`config.mk`:
```
export PLATFORM = sky130hd
export DESIGN_NAME = mem_ctrl_flat
export DESIGN_NICKNAME = d
export VERILOG_FILES = /design/src/rtl/mem_ctrl_pkg.sv /design/src/rtl/mem_ctrl_if.sv /design/src/rtl/byte_assembler.sv /design/src/rtl/mem_ctrl.sv /design/src/flat_wrapper.sv
export SDC_FILE = /design/constraint.sdc
export NUM_CORES = 1
export LEC_CHECK = 0
export ABC_AREA = 1
export CAP_MARGIN = 20
export CORE_ASPECT_RATIO = 1.5
export CORE_MARGIN = 3
export CORE_UTILIZATION = 30
export DETAILED_ROUTE_END_ITERATION = 10
export DONT_BUFFER_PORTS = 1
export PLACE_DENSITY = 0.56
export REMOVE_ABC_BUFFERS = 1
export SYNTH_ARGS = -nofsm -noshare
export SYNTH_HDL_FRONTEND = slang
export SYNTH_SLANG_ARGS = --single-unit
```
`constraint.sdc`:
```
create_clock -name clk_in -period 4.28 [get_ports clk_in]
set_input_delay 0.428 -clock clk_in [delete_from_list [all_inputs] [get_ports clk_in]]
set_output_delay 0.428 -clock clk_in [all_outputs]
set_load 0.01 [all_outputs]
```
`src/rtl/mem_ctrl_pkg.sv`:
```
// Shared types and helpers for the byte-serial memory controller.
package mem_ctrl_pkg;

  localparam int ADDR_W_DEF = 32;

  typedef enum logic [1:0] {
    IDLE   = 2'd0,
    IF_RD  = 2'd1,
    MEM_RD = 2'd2,
    MEM_WR = 2'd3
  } ctrlState_e;

  localparam logic [1:0] SZ_BYTE = 2'b00;
  localparam logic [1:0] SZ_HALF = 2'b01;
  localparam logic [1:0] SZ_WORD = 2'b10;

  // Code 11 is folded into a word access.
  function automatic logic [2:0] sizeBytes(input logic [1:0] size);
    case (size)
      SZ_BYTE: return 3'd1;
      SZ_HALF: return 3'd2;
      default: return 3'd4;
    endcase
  endfunction

endpackage

```
`src/rtl/mem_ctrl_if.sv`:
```
// Requester and RAM-side signals of the memory controller.
interface mem_ctrl_if #(parameter int ADDR_W = mem_ctrl_pkg::ADDR_W_DEF);

  logic              if_req_in;
  logic [ADDR_W-1:0] if_addr_in;
  logic              if_flush_in;
  logic [31:0]       if_data_out;
  logic              if_done_out;
  logic              if_stall_out;

  logic              mem_req_in;
  logic              mem_we_in;
  logic [1:0]        mem_size_in;
  logic [ADDR_W-1:0] mem_addr_in;
  logic [31:0]       mem_wdata_in;
  logic [31:0]       mem_rdata_out;
  logic              mem_done_out;
  logic              mem_stall_out;

  logic [ADDR_W-1:0] ram_a_out;
  logic [7:0]        ram_dout_out;
  logic              ram_wr_out;
  logic [7:0]        ram_din_in;

  modport slave (
    input  if_req_in, if_addr_in, if_flush_in,
    output if_data_out, if_done_out, if_stall_out,
    input  mem_req_in, mem_we_in, mem_size_in, mem_addr_in, mem_wdata_in,
    output mem_rdata_out, mem_done_out, mem_stall_out,
    output ram_a_out, ram_dout_out, ram_wr_out,
    input  ram_din_in
  );

  modport master (
    output if_req_in, if_addr_in, if_flush_in,
    input  if_data_out, if_done_out, if_stall_out,
    output mem_req_in, mem_we_in, mem_size_in, mem_addr_in, mem_wdata_in,
    input  mem_rdata_out, mem_done_out, mem_stall_out,
    input  ram_a_out, ram_dout_out, ram_wr_out,
    output ram_din_in
  );

endinterface

```
`src/rtl/byte_assembler.sv`:
```
// Collects read bytes into a little-endian word; cleared when a new access is accepted.
module byte_assembler (
  input  logic        clk_in,
  input  logic        rst_in,
  input  logic        clear,
  input  logic        capture,
  input  logic [1:0]  pos,
  input  logic [7:0]  byteIn,
  output logic [31:0] wordNext
);

  logic [31:0] word;

  // wordNext includes the byte landing this cycle so the final byte can be used at completion.
  always_comb begin
    wordNext = word;
    if (capture) wordNext[{pos, 3'b000} +: 8] = byteIn;
  end

  always_ff @(posedge clk_in or negedge rst_in) begin
    if (!rst_in)    word <= '0;
    else if (clear) word <= '0;
    else            word <= wordNext;
  end

endmodule

```
`src/rtl/mem_ctrl.sv`:
```
// Single-port byte-serial memory controller arbitrating IF fetches and MEM loads/stores.
//   state  | meaning
//   IDLE   | arbitrating (blocked during the done cycle)
//   IF_RD  | fetching 4 bytes for IF, cancellable by flush
//   MEM_RD | loading 1/2/4 bytes for MEM
//   MEM_WR | storing 1/2/4 bytes for MEM
module mem_ctrl import mem_ctrl_pkg::*; #(
  parameter int ADDR_W = ADDR_W_DEF
) (
  input logic       clk_in,
  input logic       rst_in,
  mem_ctrl_if.slave bus
);

  ctrlState_e        state, stateNext;
  logic [2:0]        cnt, cntNext;
  logic [2:0]        nBytes;
  logic [ADDR_W-1:0] base;
  logic [31:0]       wdata;
  logic              ifDone, memDone, ifDoneNext, memDoneNext;
  logic [31:0]       ifData, memRdata;
  logic              acceptIf, acceptMem, finishRd, capture;
  logic [31:0]       asmNext;
  logic              drive;

  always_comb begin
    stateNext   = state;
    cntNext     = 3'd0;
    ifDoneNext  = 1'b0;
    memDoneNext = 1'b0;
    acceptIf    = 1'b0;
    acceptMem   = 1'b0;
    finishRd    = 1'b0;
    capture     = 1'b0;
    case (state)
      IDLE: begin
        if (!ifDone && !memDone) begin
          if (bus.mem_req_in) begin
            acceptMem = 1'b1;
            stateNext = bus.mem_we_in ? MEM_WR : MEM_RD;
          end else if (bus.if_req_in && !bus.if_flush_in) begin
            acceptIf  = 1'b1;
            stateNext = IF_RD;
          end
        end
      end
      IF_RD, MEM_RD: begin
        // Read data lags the address by one cycle, so capture starts at cnt 1.
        capture = (cnt != 3'd0);
        if (state == IF_RD && bus.if_flush_in) begin
          stateNext = IDLE;
        end else if (cnt == nBytes) begin
          stateNext = IDLE;
          finishRd  = 1'b1;
          if (state == IF_RD) ifDoneNext  = 1'b1;
          else                memDoneNext = 1'b1;
        end else begin
          cntNext = cnt + 3'd1;
        end
      end
      MEM_WR: begin
        if (cnt == nBytes - 3'd1) begin
          stateNext   = IDLE;
          memDoneNext = 1'b1;
        end else begin
          cntNext = cnt + 3'd1;
        end
      end
      default: stateNext = IDLE;
    endcase
  end

  always_ff @(posedge clk_in or negedge rst_in) begin
    if (!rst_in) begin
      state    <= IDLE;
      cnt      <= 3'd0;
      nBytes   <= 3'd0;
      base     <= '0;
      wdata    <= '0;
      ifDone   <= 1'b0;
      memDone  <= 1'b0;
      ifData   <= '0;
      memRdata <= '0;
    end else begin
      state   <= stateNext;
      cnt     <= cntNext;
      ifDone  <= ifDoneNext;
      memDone <= memDoneNext;
      if (acceptMem) begin
        base   <= bus.mem_addr_in;
        nBytes <= sizeBytes(bus.mem_size_in);
        wdata  <= bus.mem_wdata_in;
      end else if (acceptIf) begin
        base   <= bus.if_addr_in;
        nBytes <= 3'd4;
        wdata  <= '0;
      end
      if (finishRd && state == IF_RD)  ifData   <= asmNext;
      if (finishRd && state == MEM_RD) memRdata <= asmNext;
    end
  end

  byte_assembler u_asm (
    .clk_in   (clk_in),
    .rst_in   (rst_in),
    .clear    (acceptIf | acceptMem),
    .capture  (capture),
    .pos      (cnt[1:0] - 2'd1),
    .byteIn   (bus.ram_din_in),
    .wordNext (asmNext)
  );

  assign drive = (state != IDLE) && (cnt < nBytes);

  assign bus.ram_a_out    = drive ? base + ADDR_W'(cnt) : '0;
  assign bus.ram_wr_out   = drive && (state == MEM_WR);
  assign bus.ram_dout_out = (drive && state == MEM_WR) ? wdata[{cnt[1:0], 3'b000} +: 8] : 8'h00;

  assign bus.if_data_out   = ifData;
  assign bus.if_done_out   = ifDone;
  assign bus.if_stall_out  = bus.if_req_in & ~ifDone;
  assign bus.mem_rdata_out = memRdata;
  assign bus.mem_done_out  = memDone;
  assign bus.mem_stall_out = bus.mem_req_in & ~memDone;

endmodule

```
`src/flat_wrapper.sv`:
```
// flat-port wrapper written by rule: the top's interface ports become plain ports
module mem_ctrl_flat import mem_ctrl_pkg::*;
#(
  parameter int ADDR_W = ADDR_W_DEF
)
  (clk_in, rst_in, bus_if_req_in, bus_if_addr_in, bus_if_flush_in, bus_if_data_out, bus_if_done_out, bus_if_stall_out, bus_mem_req_in, bus_mem_we_in, bus_mem_size_in, bus_mem_addr_in, bus_mem_wdata_in, bus_mem_rdata_out, bus_mem_done_out, bus_mem_stall_out, bus_ram_a_out, bus_ram_dout_out, bus_ram_wr_out, bus_ram_din_in);
  mem_ctrl_if #(.ADDR_W(ADDR_W)) bus_i ();
  input logic clk_in;
  input logic rst_in;
  input wire logic [$bits(bus_i.if_req_in)-1:0] bus_if_req_in;
  input wire logic [$bits(bus_i.if_addr_in)-1:0] bus_if_addr_in;
  input wire logic [$bits(bus_i.if_flush_in)-1:0] bus_if_flush_in;
  output wire logic [$bits(bus_i.if_data_out)-1:0] bus_if_data_out;
  output wire logic [$bits(bus_i.if_done_out)-1:0] bus_if_done_out;
  output wire logic [$bits(bus_i.if_stall_out)-1:0] bus_if_stall_out;
  input wire logic [$bits(bus_i.mem_req_in)-1:0] bus_mem_req_in;
  input wire logic [$bits(bus_i.mem_we_in)-1:0] bus_mem_we_in;
  input wire logic [$bits(bus_i.mem_size_in)-1:0] bus_mem_size_in;
  input wire logic [$bits(bus_i.mem_addr_in)-1:0] bus_mem_addr_in;
  input wire logic [$bits(bus_i.mem_wdata_in)-1:0] bus_mem_wdata_in;
  output wire logic [$bits(bus_i.mem_rdata_out)-1:0] bus_mem_rdata_out;
  output wire logic [$bits(bus_i.mem_done_out)-1:0] bus_mem_done_out;
  output wire logic [$bits(bus_i.mem_stall_out)-1:0] bus_mem_stall_out;
  output wire logic [$bits(bus_i.ram_a_out)-1:0] bus_ram_a_out;
  output wire logic [$bits(bus_i.ram_dout_out)-1:0] bus_ram_dout_out;
  output wire logic [$bits(bus_i.ram_wr_out)-1:0] bus_ram_wr_out;
  input wire logic [$bits(bus_i.ram_din_in)-1:0] bus_ram_din_in;
  assign bus_i.if_req_in = bus_if_req_in;
  assign bus_i.if_addr_in = bus_if_addr_in;
  assign bus_i.if_flush_in = bus_if_flush_in;
  assign bus_if_data_out = bus_i.if_data_out;
  assign bus_if_done_out = bus_i.if_done_out;
  assign bus_if_stall_out = bus_i.if_stall_out;
  assign bus_i.mem_req_in = bus_mem_req_in;
  assign bus_i.mem_we_in = bus_mem_we_in;
  assign bus_i.mem_size_in = bus_mem_size_in;
  assign bus_i.mem_addr_in = bus_mem_addr_in;
  assign bus_i.mem_wdata_in = bus_mem_wdata_in;
  assign bus_mem_rdata_out = bus_i.mem_rdata_out;
  assign bus_mem_done_out = bus_i.mem_done_out;
  assign bus_mem_stall_out = bus_i.mem_stall_out;
  assign bus_ram_a_out = bus_i.ram_a_out;
  assign bus_ram_dout_out = bus_i.ram_dout_out;
  assign bus_ram_wr_out = bus_i.ram_wr_out;
  assign bus_i.ram_din_in = bus_ram_din_in;
  mem_ctrl #(.ADDR_W(ADDR_W)) u_core (.clk_in(clk_in), .rst_in(rst_in), .bus(bus_i));
endmodule
```
==> reports/summary.txt, run 1 <==
Leak Pwr: 4.31 nW
Clock latency at the later pin of the worst-skew pair: 440 ps
Vias per cell: 4.97
Peak supply drop: 0.301 mV
Reg2reg start: u_core.state[0]
WL final: 26,400 µm
GR Util All Layers: 17.7%
Setup Skew: 11.0 ps
Sequential element share of the synthesized area: 50.5%
Crit path launch type: flop
Post-synthesis cell area: 8430 µm²
Clock root buffer: clkbuf_16
Core ar.: 27,500 µm²
H-tree depth: 4
Synth Flop Type: dfrtp_1
Async set or reset register ratio after synthesis: 100%
Initial Util: 30.6%
Grt total ovfl: 0
Area growth, synth to finish: 10.6%
Synth unique cells: 28
Gpl congestion: 0.879
Finished Cell Area: 9320 µm²
Nets: 1,170
Violations in the final reports: negative hold slack
Max cap viols: 0
Pwr dens: 650 nW/µm²
TritonCTS clock tree: done
# resized after CTS: 0
CP Launch Point: u_core.cnt[1]
Dpl cells: 1,363
Die width: 143 µm
Critical Path Max Stage Delay: 610 ps
Worst hold margin: -318 ps
Synthesized instance count: 1,060
WL/cell: 18.9 µm
#FFs+latches synth: 170
HP Class: input port to async pin
Status: complete, but fails checks
Die ar.: 30,200 µm²
Vias: 6,927
Tcrit/Tclk final: 79.2%
Crit Path Max Fanout: 12
Reg clk slew, reported paths: 70 ps
Pre-antenna DRT Iters: 5
Antenna violations before repair: 0
R2r endpoint: u_core.wdata[25]
Worst-Margin Slew: 1020 ps
RSZ-0062 raised after global routing: false
First-pass GRT wire length: 40,700 µm
Antenna cell count: 0
Syn Area/Cell: 7.95 µm²
Chip Height: 211 µm
Buffers added on ports: 0
Final hold violations: 170
Vias in the first global route: 7,015
# setup viols final: 0
CP cell instances: clkinv_1 > fa_1 > inv_1 > nand3_1 > nand2_1 > nand2_1 > nor2_1 > nand2_1 > nand2_1 > nand2_1 > nor2_1
TritonCTS Sinks: 170
R2r worst-path depth: 7
Worst EP arrival: 2960 ps
Power Total: 6.06 mW
CP Class: flop to output port
Worst EP required: 3850 ps
Setup_tns: 0 ps
DR iter-0 viols: 332
Std cell rows: 74
CTS Buffer Depth: 2
Routed Antenna Nets: 0
Crit path capture type: output port
Cell repeated most along the worst path: nand2_1
Crit path to: bus_ram_a_out[22]
Synth warn: 0
Fin. max-slew vios: 0
Total CTS buffers: 17
DRC: 0
Setup slack, reg-to-reg: 1500 ps
Final min period: 3390 ps
HPWL after DPL: 19,000 µm
Largest net degree at the start of global routing: 171
Dpl cell area: 8700 µm²
Post-CTS setup buffer count: 0
Fill count: 2,892
Share of layout cells above drive strength 1: 6.08%
FMAX: 0.295 GHz
CP max stage cell: fa_1
Slew Limit Headroom: 31.8%
I/O pins: 221
Finished Layout Cells: 1,394
Number of synthesized flops with an enable pin: 0
-- kinds of logic (layout without fill, tap and decap cells) --
logic type	after synthesis	in the layout	share of synthesized area, %
xor gates and xnor gates	6	6	0.624
and+or+nand+nor	478	478	23.0
AOI/OAI and AO/OA	254	254	16.5
DFF	170	170	50.5
adders and majority gates	18	18	2.76
buffers and inverters	134	126	6.64
-- worst min-delay path by stage --
stage                                   endpoint  slack, ps  depth (start not counted)
floorplan                         u_core.base[0]        130                          0
global route          u_core.bus.if_data_out[26]       -350                          0
finish                u_core.bus.if_data_out[25]       -320                          0
detailed placement  u_core.bus.mem_rdata_out[22]        140                          0
CTS                              u_core.base[31]       -350                          0
global placement      u_core.bus.if_data_out[20]        140                          0
-- Yosys cell counts (15+ instances only) --
cell / n / share of area (%)
ha_1: 17 / 2.5
o21ai_1: 29 / 1.7
inv_1: 77 / 3.4
dfrtp_1: 170 / 50
buf_2: 15 / 0.89
a22o_1: 16 / 1.7
a21oi_1: 35 / 2.1
nand3_1: 40 / 2.4
clkbuf_1: 26 / 1.2
o22ai_1: 20 / 1.5
nand2_1: 266 / 12
nor2_1: 144 / 6.4
o21ai_0: 145 / 8.6
-- power by group --
part           leakage, nW  total (mW)  switching (mW)  internal [mW]
registers             2.26        2.34           0.346           2.00
logic                 1.75        2.05            1.45          0.607
clock network        0.301        1.66           0.713          0.948
-- cells in the final DEF, fill, tap and decap left out --
cell	instances
xnor2_1	2
nand2_2	1
o21ai_1	29
dfrtp_1	170
or2_2	2
clkbuf_8	1
o21ai_0	145
and2_1	8
inv_6	3
nor2_2	3
clkinv_4	4
o21ai_2	8
nor2_4	1
nand2_1	266
a22o_1	16
nor2_1	143
xor2_1	4
nor3_4	2
inv_2	5
clkinvlp_4	1
clkinv_1	3
o22ai_1	20
inv_8	2
bufinv_16	3
nand3_1	40
ha_1	17
buf_4	10
nand4_1	12
clkbuf_16	17
inv_1	77
a31oi_2	1
fa_1	1
a21oi_1	35
-- registers in the layout (all words and copies together), names as in the netlist --
signal and flops:
u_core.cnt 3, u_core.u_asm.word 32, u_core.bus.if_data_out 32, u_core.bus.mem_done_out 1, u_core.bus.mem_rdata_out 32, u_core.wdata 32, u_core.bus.if_done_out 1, u_core.base 32
u_core.state 2, u_core.nBytes 3
-- final cells by class --
type / instances / area (µm²) / share of cell area [%]
inverters: 85 / 319 / 3.42
well taps: 342 / 428 / 4.59
flip-flops and latches: 170 / 4250 / 45.7
repair buffers: 10 / 75.1 / 0.806
clock buffers: 18 / 439 / 4.71
clock inverters: 13 / 181 / 1.95
multi-input cells: 756 / 3620 / 38.9
-- worst max-delay path, delay by kind of cell, from the launching register on --
| kind | cells | cell delay, ps |
|---|---|---|
| flip-flops | 1 | 350 |
| buffers and inverters | 2 | 480 |
| AND/OR/NAND/NOR | 8 | 1090 |
| adder cells (fa/ha/maj) | 1 | 610 |
-- metal layers --
metal  track usage, %  vias up  wire (µm)
met5                0        -          0
met4             7.31        0        762
met3             5.39       33       2120
met2             30.5      218      13400
met1             20.1     3255      10200
li1                 -     3421          -
-- stage by stage --
step | utilization (%) | worst slack [ps]
floorplan | - | -789
global placement | 31.6 | 1390
detailed placement | 31.6 | 1330
CTS | 33.9 | 822
global route | 33.9 | 623
finish | 33.9 | 891
Note: power is estimated with default switching activity, not from simulation.
==> run 2: changes to the inputs <==
PLACE_DENSITY = 0.57   (was 0.56)
clock period = 2.9 ns   (was 4.28 ns; I/O delays follow)
==> run 2 against run 1 <==
Compared with the run above:
- hold slack got worse by 140 ps
- register-to-register slack got worse by 1100 ps
- sequential share of layout area is 1.8 points lower
- largest cell class unchanged
- combinational power rose by 57%
- design area up 4.1%
- the run still ends with negative hold slack left
- non-clock buffer count rose by 36
- critical path depth fell by 5
- largest power group unchanged
==> reports/summary.txt, run 2 (synthesis gave the netlist of run 1 again) <==
Status: complete, but fails checks
Violations in the final reports: negative hold slack
Vias: 7,208 (+4.1%)
Buffers added on ports: 0 (unchanged)
Die ar.: 30,200 µm² (unchanged)
TritonCTS Sinks: 170 (unchanged)
Crit path launch type: flop
DRC: 0 (unchanged)
Largest net degree at the start of global routing: 171 (unchanged)
Die width: 143 µm (unchanged)
CP Class: flop to output port
WL final: 26,900 µm (+2.0%)
Tcrit/Tclk final: 95.2%
WL/cell: 18.8 µm (-0.53%)
Clock latency at the later pin of the worst-skew pair: 440 ps (about the same)
Fin. max-slew vios: 0 (unchanged)
Reg clk slew, reported paths: 60 ps (about the same)
Clock root buffer: clkbuf_16
Commonest cells after routing, fill and taps aside: nand2_1 (265), dfrtp_1 (170), o21ai_0 (145)
Initial Util: 30.6% (unchanged)
Setup_tns: 0 ps (unchanged)
Pre-antenna DRT Iters: 4 (-1)
RSZ-0062 raised after global routing: true
Worst hold margin: -453 ps (-135 ps)
Nets: 1,206 (+3.1%)
Crit Path Max Fanout: 9 (-3)
DR iter-0 viols: 359 (+8.1%)
Routed Antenna Nets: 0 (unchanged)
Chip Height: 211 µm (unchanged)
Setup Skew: 8.04 ps (-2.98 ps)
# setup viols final: 0 (unchanged)
Crit path capture type: output port
Pwr dens: 923 nW/µm² (+42%)
Grt total ovfl: 0 (unchanged)
Core ar.: 27,500 µm² (unchanged)
GR Util All Layers: 17.9% (+0.26 points)
Hold buffer count at CTS: 33
Vias per cell: 5.04 (+1.4%)
Leak Pwr: 4.44 nW (+2.9%)
Worst EP required: 2610 ps (-1240 ps)
Most common cell after layout, fill and taps aside: nand2_1
First-pass GRT wire length: 41,400 µm (+1.8%)
Dpl cell area: 8740 µm² (+0.46%)
Finished Layout Cells: 1,430 (+2.6%)
H-tree depth: 4 (unchanged)
Worst EP arrival: 2470 ps (-490 ps)
CP max stage cell: a21oi_1
Share of layout cells above drive strength 1: 6.99% (+0.91 points)
CP cell instances: ha_1 > nand2_1 > nand2_1 > a31oi_2 > nand2_1 > a21oi_1
Critical Path Max Stage Delay: 530 ps (-80 ps)
TritonCTS clock tree: done
Finished Cell Area: 9700 µm² (+4.1%)
Dpl cells: 1,365 (+0.15%)
HPWL after DPL: 18,900 µm (-0.54%)
Antenna violations before repair: 0 (unchanged)
Total CTS buffers: 17 (unchanged)
HP Class: input port to async pin
Worst-Margin Slew: 1010 ps (-7.01 ps)
Final hold violations: 170 (unchanged)
Std cell rows: 74 (unchanged)
I/O pins: 221 (unchanged)
Max cap viols: 0 (unchanged)
Slew Limit Headroom: 32.4% (+0.63 points)
Cell repeated most along the worst path: nand2_1
Vias in the first global route: 7,248 (+3.3%)
Final min period: 2760 ps
Area growth, synth to finish: 15.1%
CTS Buffer Depth: 2 (unchanged)
Peak supply drop: 0.440 mV (+46%)
Gpl congestion: 0.919 (+4.6%)
FMAX: 0.362 GHz
-- run 2: cell types whose count changed in the layout (fill, tap and decap cells not counted), sizes merged --
cell         previous run  this run
dlygate4sd3             0        33
buf                    10        13
bufinv                  3         2
clkinvlp                1         3
clkinv                  7         6
clkbuf                 18        21
inv                    87        83
diode                   0         1
-- run 2: area by class of cell --
class	instances	area, µm²
sequential	170	4250
fill	2866	17800
inverter	85	323
multi-input combinational	756	3660
tap	342	428
clock buffer	21	450
clock inverter	9	115
timing repair buffer	46	465
antenna	1	2.50
-- run 2: worst max-delay path: cells and delay by family (launching register included) --
| kind | cells | cell delay [ps] |
|---|---|---|
| AO/OA/AOI/OAI | 2 | 700 |
| AND/OR/NAND/NOR | 3 | 510 |
| flip-flops | 1 | 470 |
| adder cells (fa/ha/maj) | 1 | 360 |
-- run 2: per-layer routing --
metal,wire length [µm],vias up,track usage (%)
li1,-,3492,-
met1,10600,3423,20.7
met2,13700,257,31.3
met3,1910,36,4.62
met4,728,0,7.45
met5,0,-,0
-- run 2: per-stage QoR --
stage                     util, %  power (mW)  setup slack [ps]
after floorplan                 -        5.51             -2170
after global placement       31.8        6.59               464
after detailed placement     31.8        6.62               402
after CTS                    35.0        9.00              26.3
after global routing         35.3        9.60             -41.5
final                        35.3        8.95               138
-- run 2: repair_timing --
action / in CTS / in global routing
gates resized for setup: 1 / 14
endpoints found under the hold margin: 204 / 170
setup endpoints to repair: 2 / 21
setup buffers: 0 / 1
-- run 2: worst paths after layout --
check                                     from                            to  slack (ps)  cells past startpoint
max in group asynchronous               rst_in               u_core.base[12]        3090                      0
min in group clk_in        bus_mem_addr_in[19]               u_core.base[19]          40                      2
min reg2reg                    u_core.wdata[6]               u_core.wdata[6]         500                      1
max                              u_core.cnt[2]           bus_ram_dout_out[4]         140                      6
max reg2reg                      u_core.cnt[0]   u_core.bus.mem_rdata_out[8]         430                      9
min                                     rst_in  u_core.bus.mem_rdata_out[16]        -450                      0
-- run 2: where the power goes --
part	leakage (nW)	switching (mW)	total (mW)	internal, mW
sequential	2.26	0.523	3.47	2.95
combinational	1.90	2.20	3.21	1.00
clock	0.270	0.985	2.27	1.29
==> run 3: changes to the inputs <==
SETUP_SLACK_MARGIN = 0.2   (was default)
==> run 3 against run 2 <==
Compared with the run above:
- the flow still finishes with violations (negative hold slack)
- clock skew rose by 4.7 ps
- worst setup slack better by 180 ps
- die area did not move
- first-iteration DRC count down 1.4%
- highest routed layer unchanged
==> reports/summary.txt, run 3 (synthesis gave the netlist of run 1 again) <==
Status: complete, but fails checks
Violations in the final reports: negative hold slack
WL final: 27,000 µm (+0.41%)
Hold buffer count at CTS: 33 (unchanged)
Setup slack, reg-to-reg: 480 ps (+50 ps)
Final design utilization: 35.9% (+0.60 points)
Die width: 143 µm (unchanged)
RSZ-0062 raised after global routing: true
Final hold violations: 170 (unchanged)
Setup_tns: 0 ps (unchanged)
Dpl cells: 1,365 (unchanged)
GR Util All Layers: 17.9% (unchanged)
Power Total: 9.11 mW (+1.8%)
Share of layout cells above drive strength 1: 9.96% (+3.0 points)
Max cap viols: 0 (unchanged)
Worst EP arrival: 2290 ps (-180 ps)
Worst slack, placed: 402 ps (unchanged)
Largest net degree at the start of global routing: 171 (unchanged)
Nets: 1,213 (+0.58%)
DRC: 0 (unchanged)
Crit Path Max Fanout: 16 (+7)
H-tree depth: 4 (unchanged)
Gpl congestion: 0.919 (unchanged)
Fin. max-slew vios: 0 (unchanged)
CP Class: flop to output port
Footprint of the multi-input gates: 3770 µm² (+3.0%)
Chip Height: 211 µm (unchanged)
WL/cell: 18.8 µm (about the same)
DR iter-0 viols: 354 (-1.4%)
Tcrit/Tclk final: 88.9% (-6.3 points)
Setup WS post-layout: 322 ps (+184 ps)
Worst hold margin: -454 ps (-0.664 ps)
R2r worst-path depth: 8 (-1)
Vias per cell: 5.03 (-0.13%)
Commonest cells after routing, fill and taps aside: nand2_1 (263), dfrtp_1 (170), o21ai_0 (145)
Routed Antenna Nets: 0 (unchanged)
First-pass GRT wire length: 41,400 µm (about the same)
Antenna cell count: 0 (-1)
TritonCTS clock tree: done
TritonCTS Sinks: 170 (unchanged)
# setup viols final: 0 (unchanged)
Most Used Layer, Global Route: met2
I/O pins: 221 (unchanged)
Final min period: 2580 ps (-184 ps)
Finished Layout Cells: 1,436 (+0.42%)
Reg clk slew, reported paths: 60 ps (about the same)
CTS Buffer Depth: 2 (unchanged)
Crit path launch type: flop
Die ar.: 30,200 µm² (unchanged)
Global Route met2 Usage: 31.5% (+0.16 points)
CP Launch Point: u_core.cnt[2]
Met1 usage: 20.5% (-0.17 points)
Grt total ovfl: 0 (unchanged)
Peak supply drop: 0.441 mV (+0.24%)
Fill count: 2,854 (-0.42%)
Met3 Track Usage GR: 5.01% (+0.39 points)
Std cell rows: 74 (unchanged)
R2r endpoint: u_core.bus.mem_rdata_out[1]
Total CTS buffers: 17 (unchanged)
Clock root buffer: clkbuf_16
Register Area: 4250 µm² (unchanged)
Crit path to: bus_ram_a_out[25]
Reg2reg start: u_core.cnt[0]
Clock latency at the later pin of the worst-skew pair: 440 ps (about the same)
Antenna violations before repair: 0 (unchanged)
Worst-Margin Slew: 1010 ps (+0.608 ps)
Leak Pwr: 4.47 nW (+0.85%)
Pre-antenna DRT Iters: 4 (unchanged)
Finished Cell Area: 9860 µm² (+1.7%)
Setup Skew: 12.7 ps (+4.69 ps)
Crit path capture type: output port
Pwr dens: 924 nW/µm² (about the same)
Vias: 7,229 (+0.29%)
Buffers added on ports: 0 (unchanged)
FMAX: 0.388 GHz (+7.1%)
HPWL after DPL: 18,900 µm (unchanged)
Initial Util: 30.6% (unchanged)
Area growth, synth to finish: 17.0%
Worst EP required: 2610 ps (about the same)
Vias in the first global route: 7,266 (+0.25%)
Dpl cell area: 8740 µm² (unchanged)
HP Class: input port to async pin
Slew Limit Headroom: 32.4% (-0.040 points)
Core ar.: 27,500 µm² (unchanged)
Most common cell after layout, fill and taps aside: nand2_1
==> run 3: cell count changes in the layout (fill, tap and decap cells not counted), sizes merged <==
cell   change
buf        +7
diode      -1
==> run 3: worst min path at each step <==
stage / depth (start not counted) / endpoint / slack [ps]
floorplan: 0 / u_core.base[0] / -6
global placement: 0 / u_core.bus.mem_rdata_out[16] / 3
detailed placement: 0 / u_core.bus.mem_rdata_out[16] / 2
CTS: 0 / u_core.base[3] / -490
global route: 0 / u_core.bus.mem_rdata_out[24] / -490
finish: 0 / u_core.bus.mem_rdata_out[16] / -450
==> run 3: critical path, stage by stage, from the launching register on <==
cell	delay (ps)
dfrtp_1	480
ha_1	360
nand2_1	80
nand2_1	60
a31oi_2	210
buf_6	190
clkinvlp_4	100
buf_12	160
nor2_1	210
==> run 3: area by class of cell <==
class | count | area share [%]
clock inverter | 9 | 1.17
sequential | 170 | 43.1
multi-input combinational | 756 | 38.2
timing repair buffer | 53 | 5.29
inverter | 85 | 3.27
clock buffer | 21 | 4.57
tap | 342 | 4.34
==> run 3: where the power goes <==
group          internal, mW  total [mW]  switching (mW)
Clock                  1.29        2.28           0.991
Combinational          1.08        3.36            2.28
Sequential             2.95        3.47           0.522
==> run 3: repair_timing <==
action	4_1_cts	5_1_grt
resized for setup	21	27
buffers inserted	1	7
endpoints found under the hold margin	204	170
endpoints found under the setup margin	34	40
pin swaps	0	4
==> run 3: layer usage <==
layer / vias to the layer above / routed length [µm]
met5: - / 0
met4: 0 / 685
met3: 33 / 1960
met2: 241 / 13900
met1: 3451 / 10500
li1: 3504 / -
